$ cat src/rtl/mbist_addr_seq.sv
// ---------------------------------------------------------------------------
// mbist_addr_seq
// Purpose : MBIST address sequencer. Walks the index window [lo_addr,hi_addr]
//           for a programmable number of passes, ascending, descending or
//           ping-pong, with optional row-fast address scrambling.
// Ports   :
//   clk       in   clock, rising edge
//   reset     in   synchronous, active-high; dominates all other inputs
//   start     in   begin a sequence (accepted only in IDLE)
//   mode      in   00 up, 01 down, 10 ping-pong up-first, 11 ping-pong down-first
//   row_fast  in   1: row field increments fastest
//   lo_addr   in   window low bound (index space)
//   hi_addr   in   window high bound (index space)
//   num_pass  in   passes to run; 0 behaves as 1
//   step      in   advance enable, honoured only while addr_vld=1
//   abort     in   terminate RUN without done
//   addr      out  current memory address
//   addr_vld  out  address valid (RUN)
//   dir       out  1 ascending, 0 descending
//   last      out  addr_vld and index is the final one of the current pass
//   pass_cnt  out  current pass, 0-based
//   busy      out  RUN
//   done      out  one-cycle pulse on normal completion
//   cfg_err   out  sticky: last start had lo_addr > hi_addr
// ---------------------------------------------------------------------------
module mbist_addr_seq #(
    parameter int unsigned ADDR_W = 12,
    parameter int unsigned ROW_W  = 6,
    parameter int unsigned PASS_W = 4
) (
    input  logic              clk,
    input  logic              reset,
    input  logic              start,
    input  logic [1:0]        mode,
    input  logic              row_fast,
    input  logic [ADDR_W-1:0] lo_addr,
    input  logic [ADDR_W-1:0] hi_addr,
    input  logic [PASS_W-1:0] num_pass,
    input  logic              step,
    input  logic              abort,
    output logic [ADDR_W-1:0] addr,
    output logic              addr_vld,
    output logic              dir,
    output logic              last,
    output logic [PASS_W-1:0] pass_cnt,
    output logic              busy,
    output logic              done,
    output logic              cfg_err
);

    localparam int unsigned COL_W = ADDR_W - ROW_W;

    typedef enum logic [1:0] {
        S_IDLE = 2'd0,
        S_RUN  = 2'd1,
        S_DONE = 2'd2
    } state_t;

    state_t state, state_nxt;

    // Traversal index and per-sequence configuration
    logic [ADDR_W-1:0] idx;
    logic [ADDR_W-1:0] lo_q;
    logic [ADDR_W-1:0] hi_q;
    logic [PASS_W-1:0] pass_max_q;
    logic              pingpong_q;
    logic              row_fast_q;
    logic              dir_q;
    logic [PASS_W-1:0] pass_q;
    logic              cfg_err_q;

    logic start_ok;
    logic at_end;
    logic final_pass;

    assign start_ok   = start && (lo_addr <= hi_addr);
    // End of pass is judged on the index in the current direction of travel
    assign at_end     = dir_q ? (idx == hi_q) : (idx == lo_q);
    assign final_pass = (pass_q == pass_max_q);

    // State register
    always_ff @(posedge clk) begin
        if (reset) begin
            state <= S_IDLE;
        end else begin
            state <= state_nxt;
        end
    end

    // Next-state logic; abort takes priority over step
    always_comb begin
        state_nxt = state;
        case (state)
            S_IDLE: begin
                if (start_ok) begin
                    state_nxt = S_RUN;
                end
            end
            S_RUN: begin
                if (abort) begin
                    state_nxt = S_IDLE;
                end else if (step && at_end && final_pass) begin
                    state_nxt = S_DONE;
                end
            end
            S_DONE: begin
                state_nxt = S_IDLE;
            end
            default: begin
                state_nxt = S_IDLE;
            end
        endcase
    end

    // State-decoded outputs
    always_comb begin
        busy     = 1'b0;
        addr_vld = 1'b0;
        done     = 1'b0;
        case (state)
            S_RUN: begin
                busy     = 1'b1;
                addr_vld = 1'b1;
            end
            S_DONE: begin
                done = 1'b1;
            end
            default: begin
                busy     = 1'b0;
            end
        endcase
    end

    // Datapath: config capture, index walk and pass accounting
    always_ff @(posedge clk) begin
        if (reset) begin
            idx        <= '0;
            lo_q       <= '0;
            hi_q       <= '0;
            pass_max_q <= '0;
            pingpong_q <= 1'b0;
            row_fast_q <= 1'b0;
            dir_q      <= 1'b0;
            pass_q     <= '0;
            cfg_err_q  <= 1'b0;
        end else begin
            case (state)
                S_IDLE: begin
                    if (start) begin
                        if (lo_addr > hi_addr) begin
                            // Rejected start leaves the previous address view intact
                            cfg_err_q <= 1'b1;
                        end else begin
                            cfg_err_q  <= 1'b0;
                            lo_q       <= lo_addr;
                            hi_q       <= hi_addr;
                            pingpong_q <= mode[1];
                            row_fast_q <= row_fast;
                            pass_q     <= '0;
                            pass_max_q <= (num_pass == '0) ? '0
                                                           : num_pass - PASS_W'(1);
                            dir_q      <= ~mode[0];
                            idx        <= mode[0] ? hi_addr : lo_addr;
                        end
                    end
                end
                S_RUN: begin
                    if (!abort && step) begin
                        if (!at_end) begin
                            idx <= dir_q ? idx + ADDR_W'(1) : idx - ADDR_W'(1);
                        end else if (!final_pass) begin
                            pass_q <= pass_q + PASS_W'(1);
                            if (pingpong_q) begin
                                // Endpoint is re-emitted as the first address of the next pass
                                dir_q <= ~dir_q;
                            end else begin
                                idx <= dir_q ? lo_q : hi_q;
                            end
                        end
                    end
                end
                default: begin
                    idx <= idx;
                end
            endcase
        end
    end

    // Row-fast view swaps the fields so the low index bits drive the row
    assign addr     = row_fast_q ? {idx[ROW_W-1:0], idx[ROW_W +: COL_W]} : idx;
    assign dir      = dir_q;
    assign pass_cnt = pass_q;
    assign cfg_err  = cfg_err_q;
    assign last     = (state == S_RUN) && at_end;

endmodule

$ cat config.mk
export PLATFORM = sky130hd
export DESIGN_NAME = mbist_addr_seq
export DESIGN_NICKNAME = d
export VERILOG_FILES = /design/src/rtl/mbist_addr_seq.sv
export SDC_FILE = /design/constraint.sdc
export NUM_CORES = 1
export LEC_CHECK = 0
export ABC_AREA = 1
export CORE_MARGIN = 3
export CORE_UTILIZATION = 40
export DETAILED_ROUTE_END_ITERATION = 7
export HOLD_SLACK_MARGIN = 0.15
export MAX_ROUTING_LAYER = met4
export PLACE_DENSITY = 0.72
export RECOVER_POWER = 25
export SLEW_MARGIN = 20
export SYNTH_ARGS = -nofsm -noshare
export SYNTH_HDL_FRONTEND = slang
export SYNTH_SLANG_ARGS = --single-unit
$ cat constraint.sdc
create_clock -name clk -period 4.55 [get_ports clk]
set_clock_uncertainty 0.2 [all_clocks]
set_input_delay 0.6825 -clock clk [delete_from_list [all_inputs] [get_ports clk]]
set_output_delay 0.6825 -clock clk [all_outputs]
set_load 0.005 [all_outputs]
# --- Word level (Yosys, flattened, before mapping) ---
# Cells that the tools add are included.
totals:
  regBits: 50
  latchBits: 0
  mem_bits_rw: 0
  rom_bits: 0
  in_bits: 36
  out_inout_bits: 22
  wordCells: 82
  memories: 0
classes:
  n_addsub: 4
  multipliers: 0
  n_div: 0
  n_lt_le_gt_ge: 2
  eq_ne: 15
  n_shift: 0
  mux: 33
  n_bitwise: 3
  reduce_logical: 15
ops:
  columns: ["op", "n"]
  rows:
  - ["2-to-1 mux 12 bit", 10]
  - ["== test 12 bit", 2]
  - ["2-to-1 mux 4 bit", 6]
  - ["case mux 12 bit (2 select lines)", 1]
  - ["inequality test 2 bit, second input constant", 7]
  - ["adder 12 x 1 -> 12 bit, second input constant", 1]
  - ["> comparator 12 bit", 1]
  - ["<= comparator 12 bit", 1]
  - ["AND reduction 6 bit", 2]
  - ["subtractor 12 x 1 -> 12 bit, second input constant", 1]
  - ["2-to-1 mux 1 bit", 10]
  - ["inequality test 3 bit, second input constant", 3]
  - ["case mux 4 bit (2 select lines)", 1]
  - ["AND reduction 7 bit", 1]
  - ["2-to-1 mux 2 bit", 3]
  - ["logical AND 1 bit", 5]
  - ["adder 4 x 1 -> 4 bit, second input constant", 1]
  - ["== test 4 bit", 1]
  - ["logical NOT 4 bit", 1]
  - ["case mux 2 bit (2 select lines)", 1]
  - ["AND reduction 2 bit", 2]
  - ["subtractor 4 x 1 -> 4 bit, second input constant", 1]
  - ["inverter 1 bit", 3]
  - ["AND reduction 3 bit", 1]
  - ["6 further kinds", 6]

# --- Depth between registers and ports, before layout ---
logic_depth:
  word_depth: 7
  ltp_mapped: 17
  depth_no_buf: 16

# --- Least setup slack after synthesis ---
# Ideal clock, no wire load.
synth_path:
  kind: "in2reg"
  from: "input hi_addr[11]"
  to: "register pass_q[2], in the netlist pass_cnt[2]"
  setup_time_ns: 0.132
  arrival_ns: 2.160
  required_ns: 4.218
  slack_ns: 2.058
  path_stages: 12
  n_path_buf: 1
  path_cell_list: "inv_1 > ha_1 > a21oi_1 > o21a_1 > nand3_1 > nand2_1 > nand2_1 > nand2_1 > clkbuf_1 > nand2_1 > nand2_1 > a21oi_1"
synth_via:
  elab_chain_cells: 3
synth_lines:
  columns: ["element", "line", "text"]
  rows:
  - ["start, declared", "37", "input logic [ADDR_W-1:0] hi_addr,"]
  - ["> comparator 12 bit", "150", "if (lo_addr > hi_addr) begin"]
  - ["inequality test 2 bit (no line)", null, null]
  - ["AND reduction 6 bit (no line)", null, null]
  - ["end signal, assigned", "172", "pass_q <= pass_q + PASS_W'(1);"]
  - ["end, declared", "69", "logic [PASS_W-1:0] pass_q;"]
# No other way between the ends.
# A chain may end at the register's enable or synchronous reset.

# --- Final worst setup path ---
layout_path:
  from: "register dir_q, in the netlist dir"
  to: "output last"
layout_via:
  elab_chain_cells: 2
layout_lines:
  columns: ["element", "line", "text"]
  rows:
  - ["start, declared", "68", "logic dir_q;"]
  - ["start signal, assigned", "162", "dir_q <= ~mode[0];"]
  - ["start signal, assigned", "175", "dir_q <= ~dir_q;"]
  - ["2-to-1 mux 1 bit", "78", "assign at_end = dir_q ? (idx == hi_q) : (idx == lo_q);"]
  - ["logical AND 1 bit", "194", "assign last = (state == S_RUN) && at_end;"]
  - ["end, declared", "44", "output logic last,"]
# No other way between the ends.

==> results.cfg <==
[place]
dp.final_hpwl_um = 9050
dp.cells = 849
io_buffers = 57
gp_congestion = 0.913
dpl_cell_area_mm2 = 0.00467

[critical_path]
crit_arrival_ns = 2.79
worstSetupPathType = flip-flop to output port
crit_top_cell = nand2_1
slowest_stage = clkdlybuf4s50_1
cp.required_ns = 3.67
worstPathCellList = inv_2, nand2_1, nand2_1, nand2_1, nand2_1, nand2_1, nor2_4, nand3_4, nor2_1, clkdlybuf4s50_1
end_kind = output port
critPathLaunchType = flip-flop
max_stage_delay_ns = 0.53
worstPathMaxFanout = 30

[clock_network]
cts.sinks = 50
cts_resized = 0
cts_buffer_depth = 2
clk_pin_slew_ns = 0.10
cts_tree = built
cts_made_buffers = 5
cts_max_level = 2
root_buffer = clkbuf_8
postCtsHoldBufs = 0
post_cts_buffers = 0
clock_latency_ns = 0.31

[global_routing]
grt_antenna_before_repair = 0
grt_max_degree = 52
grt_pass1_wl_um = 19800
grt_util_all_layers_pct = 21.6
grt-ovfl-total = 0
grt_pass1_vias = 4237

[sta]
final.period_utilization_pct = 80.6
rsz0062_at_grt = false
max_slew_margin_pct = 30.9
hold_ws_ns = 0.274
setup_viol = 0
final_hold_viol_count = 0
setup_tns_ns = 0
layout_min_cycle_time_ns = 3.67
max_freq_mhz = 273
drv_slew = 0
tightest_slew_ns = 1.03

[die]
io_pins = 58
die_h_um = 107
dieArea_mm2 = 0.0114
rows = 36
die_x_um = 107
start_util_pct = 41.2
core_area_mm2 = 0.00982

[synth]
yosysWarnings = 0
ys_async_sr_fraction_pct = 0
ys_seq_elements = 50
synth_edf_count = 0
synth_top_area_share_pct = 24.7
yosysTopAreaCell = dfxtp_1
synth_top_cells_by_area = dfxtp_1 25%, nand2_1 19%, inv_1 7.4%
ys.flop_type = dfxtp_1
synth_fp_nets = 744
synth-seq-area-share_pct = 24.7
syn_inst = 684
synth_area_mm2 = 0.00405
avgSynthCellArea_um2 = 5.92
yosysUniqueCellTypes = 33

[routing]
num_vias = 4493
drtIter0Drc = 354
drt-total-wl_um = 11800
vias_per_cell = 5.24
drc = 0
ant_nets = 0
drtPass1Iterations = 5
wire_per_inst_um = 13.8

[layout]
final_area_mm2 = 0.00480
drive_gt1_share_pct = 2.49
fin_nets = 783
finalNonFillerCells = 857
diodes = 0
syn2layout_area_growth_pct = 18.6
fillers = 1046

[worst_hold_path]
hp-class = flip-flop to flip-flop

[pwr]
peakVddDrop_mv = 0.153
p_per_area_mw_per_mm2 = 328
power.leakage_nw = 2.30

[run]
maxCapViolations = 0

[outcome]
status = complete, no violations
area by class of cell:
cell class | count | area (µm²) | share of cell area (%)
multi-input combinational | 521 | 2590 | 53.9
sequential | 50 | 1000 | 20.8
timing repair buffer | 60 | 591 | 12.3
inverter | 85 | 319 | 6.64
tap | 133 | 166 | 3.46
clock buffer | 5 | 68.8 | 1.43
clock inverter | 3 | 68.8 | 1.43
through the flow:
stage | worst slack (ns) | power, mW | util [%]
after detailed placement | 1.07 | 1.20 | 47.5
after CTS | 0.844 | 1.58 | 48.9
after global placement | 1.13 | 1.19 | 47.5
after floorplan | 2.06 | 1.00 | -
after global routing | 0.602 | 1.69 | 48.9
final | 0.881 | 1.58 | 48.9
state kept, by name (all words and copies together) (netlist names):
name        flops
dir             1
hi_q           12
pass_max_q      4
pass_cnt        4
row_fast_q      1
idx            12
cfg_err         1
pingpong_q      1
lo_q           12
state           2
critical path, delay by kind of cell (launching register included):
family	cells	cell delay (ns)
AND/OR/NAND/NOR	8	1.18
flip-flops	1	0.33
buffers and inverters	2	0.98
power breakdown:
group,switching [mW],total (mW),internal (mW)
Sequential,0.0475,0.528,0.481
Combinational,0.419,0.671,0.252
Clock,0.155,0.376,0.220
Total,0.622,1.58,0.953
metal layers:
metal | track usage (%) | vias to the layer above | routed length, µm
met5 | - | - | 0
met4 | 4.20 | 0 | 133
met3 | 2.29 | 13 | 705
met2 | 35.8 | 162 | 5580
met1 | 28.7 | 2031 | 5380
li1 | - | 2287 | -
placed cells by master (no fill, tap or decap), types with 2 or more instances in the layout:
cell	count
dlygate4sd3_1	13
o21ai_1	8
nand3_1	53
xor2_1	7
inv_2	2
dfxtp_1	50
nand3b_1	2
buf_4	2
a21oi_1	53
clkdlybuf4s50_1	44
clkinv_1	3
nor2_1	80
nand2_1	204
o21bai_1	2
nand4_1	8
o211ai_1	11
inv_1	80
o21ai_0	54
nor2_4	2
clkbuf_8	5
ha_1	23
bufinv_16	2
xnor2_1	4
synth_stat cells (all sizes together) (7+ instances only):
| cell type | count |
|---|---|
| nand2 | 204 |
| inv | 83 |
| o211ai | 11 |
| buf | 9 |
| dfxtp | 50 |
| ha | 23 |
| nand4 | 9 |
| o21ai | 63 |
| nor2 | 82 |
| nand3 | 54 |
| a21oi | 53 |
| xor2 | 7 |
| clkbuf | 19 |
path summary, 6_finish.rpt:
path	slack, ns	cells past startpoint	end	start
max reg2reg	1.75	13	idx[0]$_SDFFE_PP0P_	dir$_SDFFE_PP0P_
max	0.88	10	last	dir$_SDFFE_PP0P_
min reg2reg	0.27	2	hi_q[7]$_SDFFE_PP0P_	hi_q[7]$_SDFFE_PP0P_
min	0.27	2	hi_q[7]$_SDFFE_PP0P_	hi_q[7]$_SDFFE_PP0P_
kinds of logic (layout without fill, tap and decap cells):
logic type | Yosys count | after routing | synth area share (%)
buffers and inverters | 113 | 153 | 11.4
AOI/OAI and AO/OA | 133 | 133 | 17.5
and+or+nand+nor | 352 | 352 | 36.1
adders and majority gates | 24 | 24 | 7.60
muxes | 1 | 1 | 0.247
xor gates and xnor gates | 11 | 11 | 2.38
DFF | 50 | 50 | 24.7
Note: power is estimated with default switching activity, not from simulation.
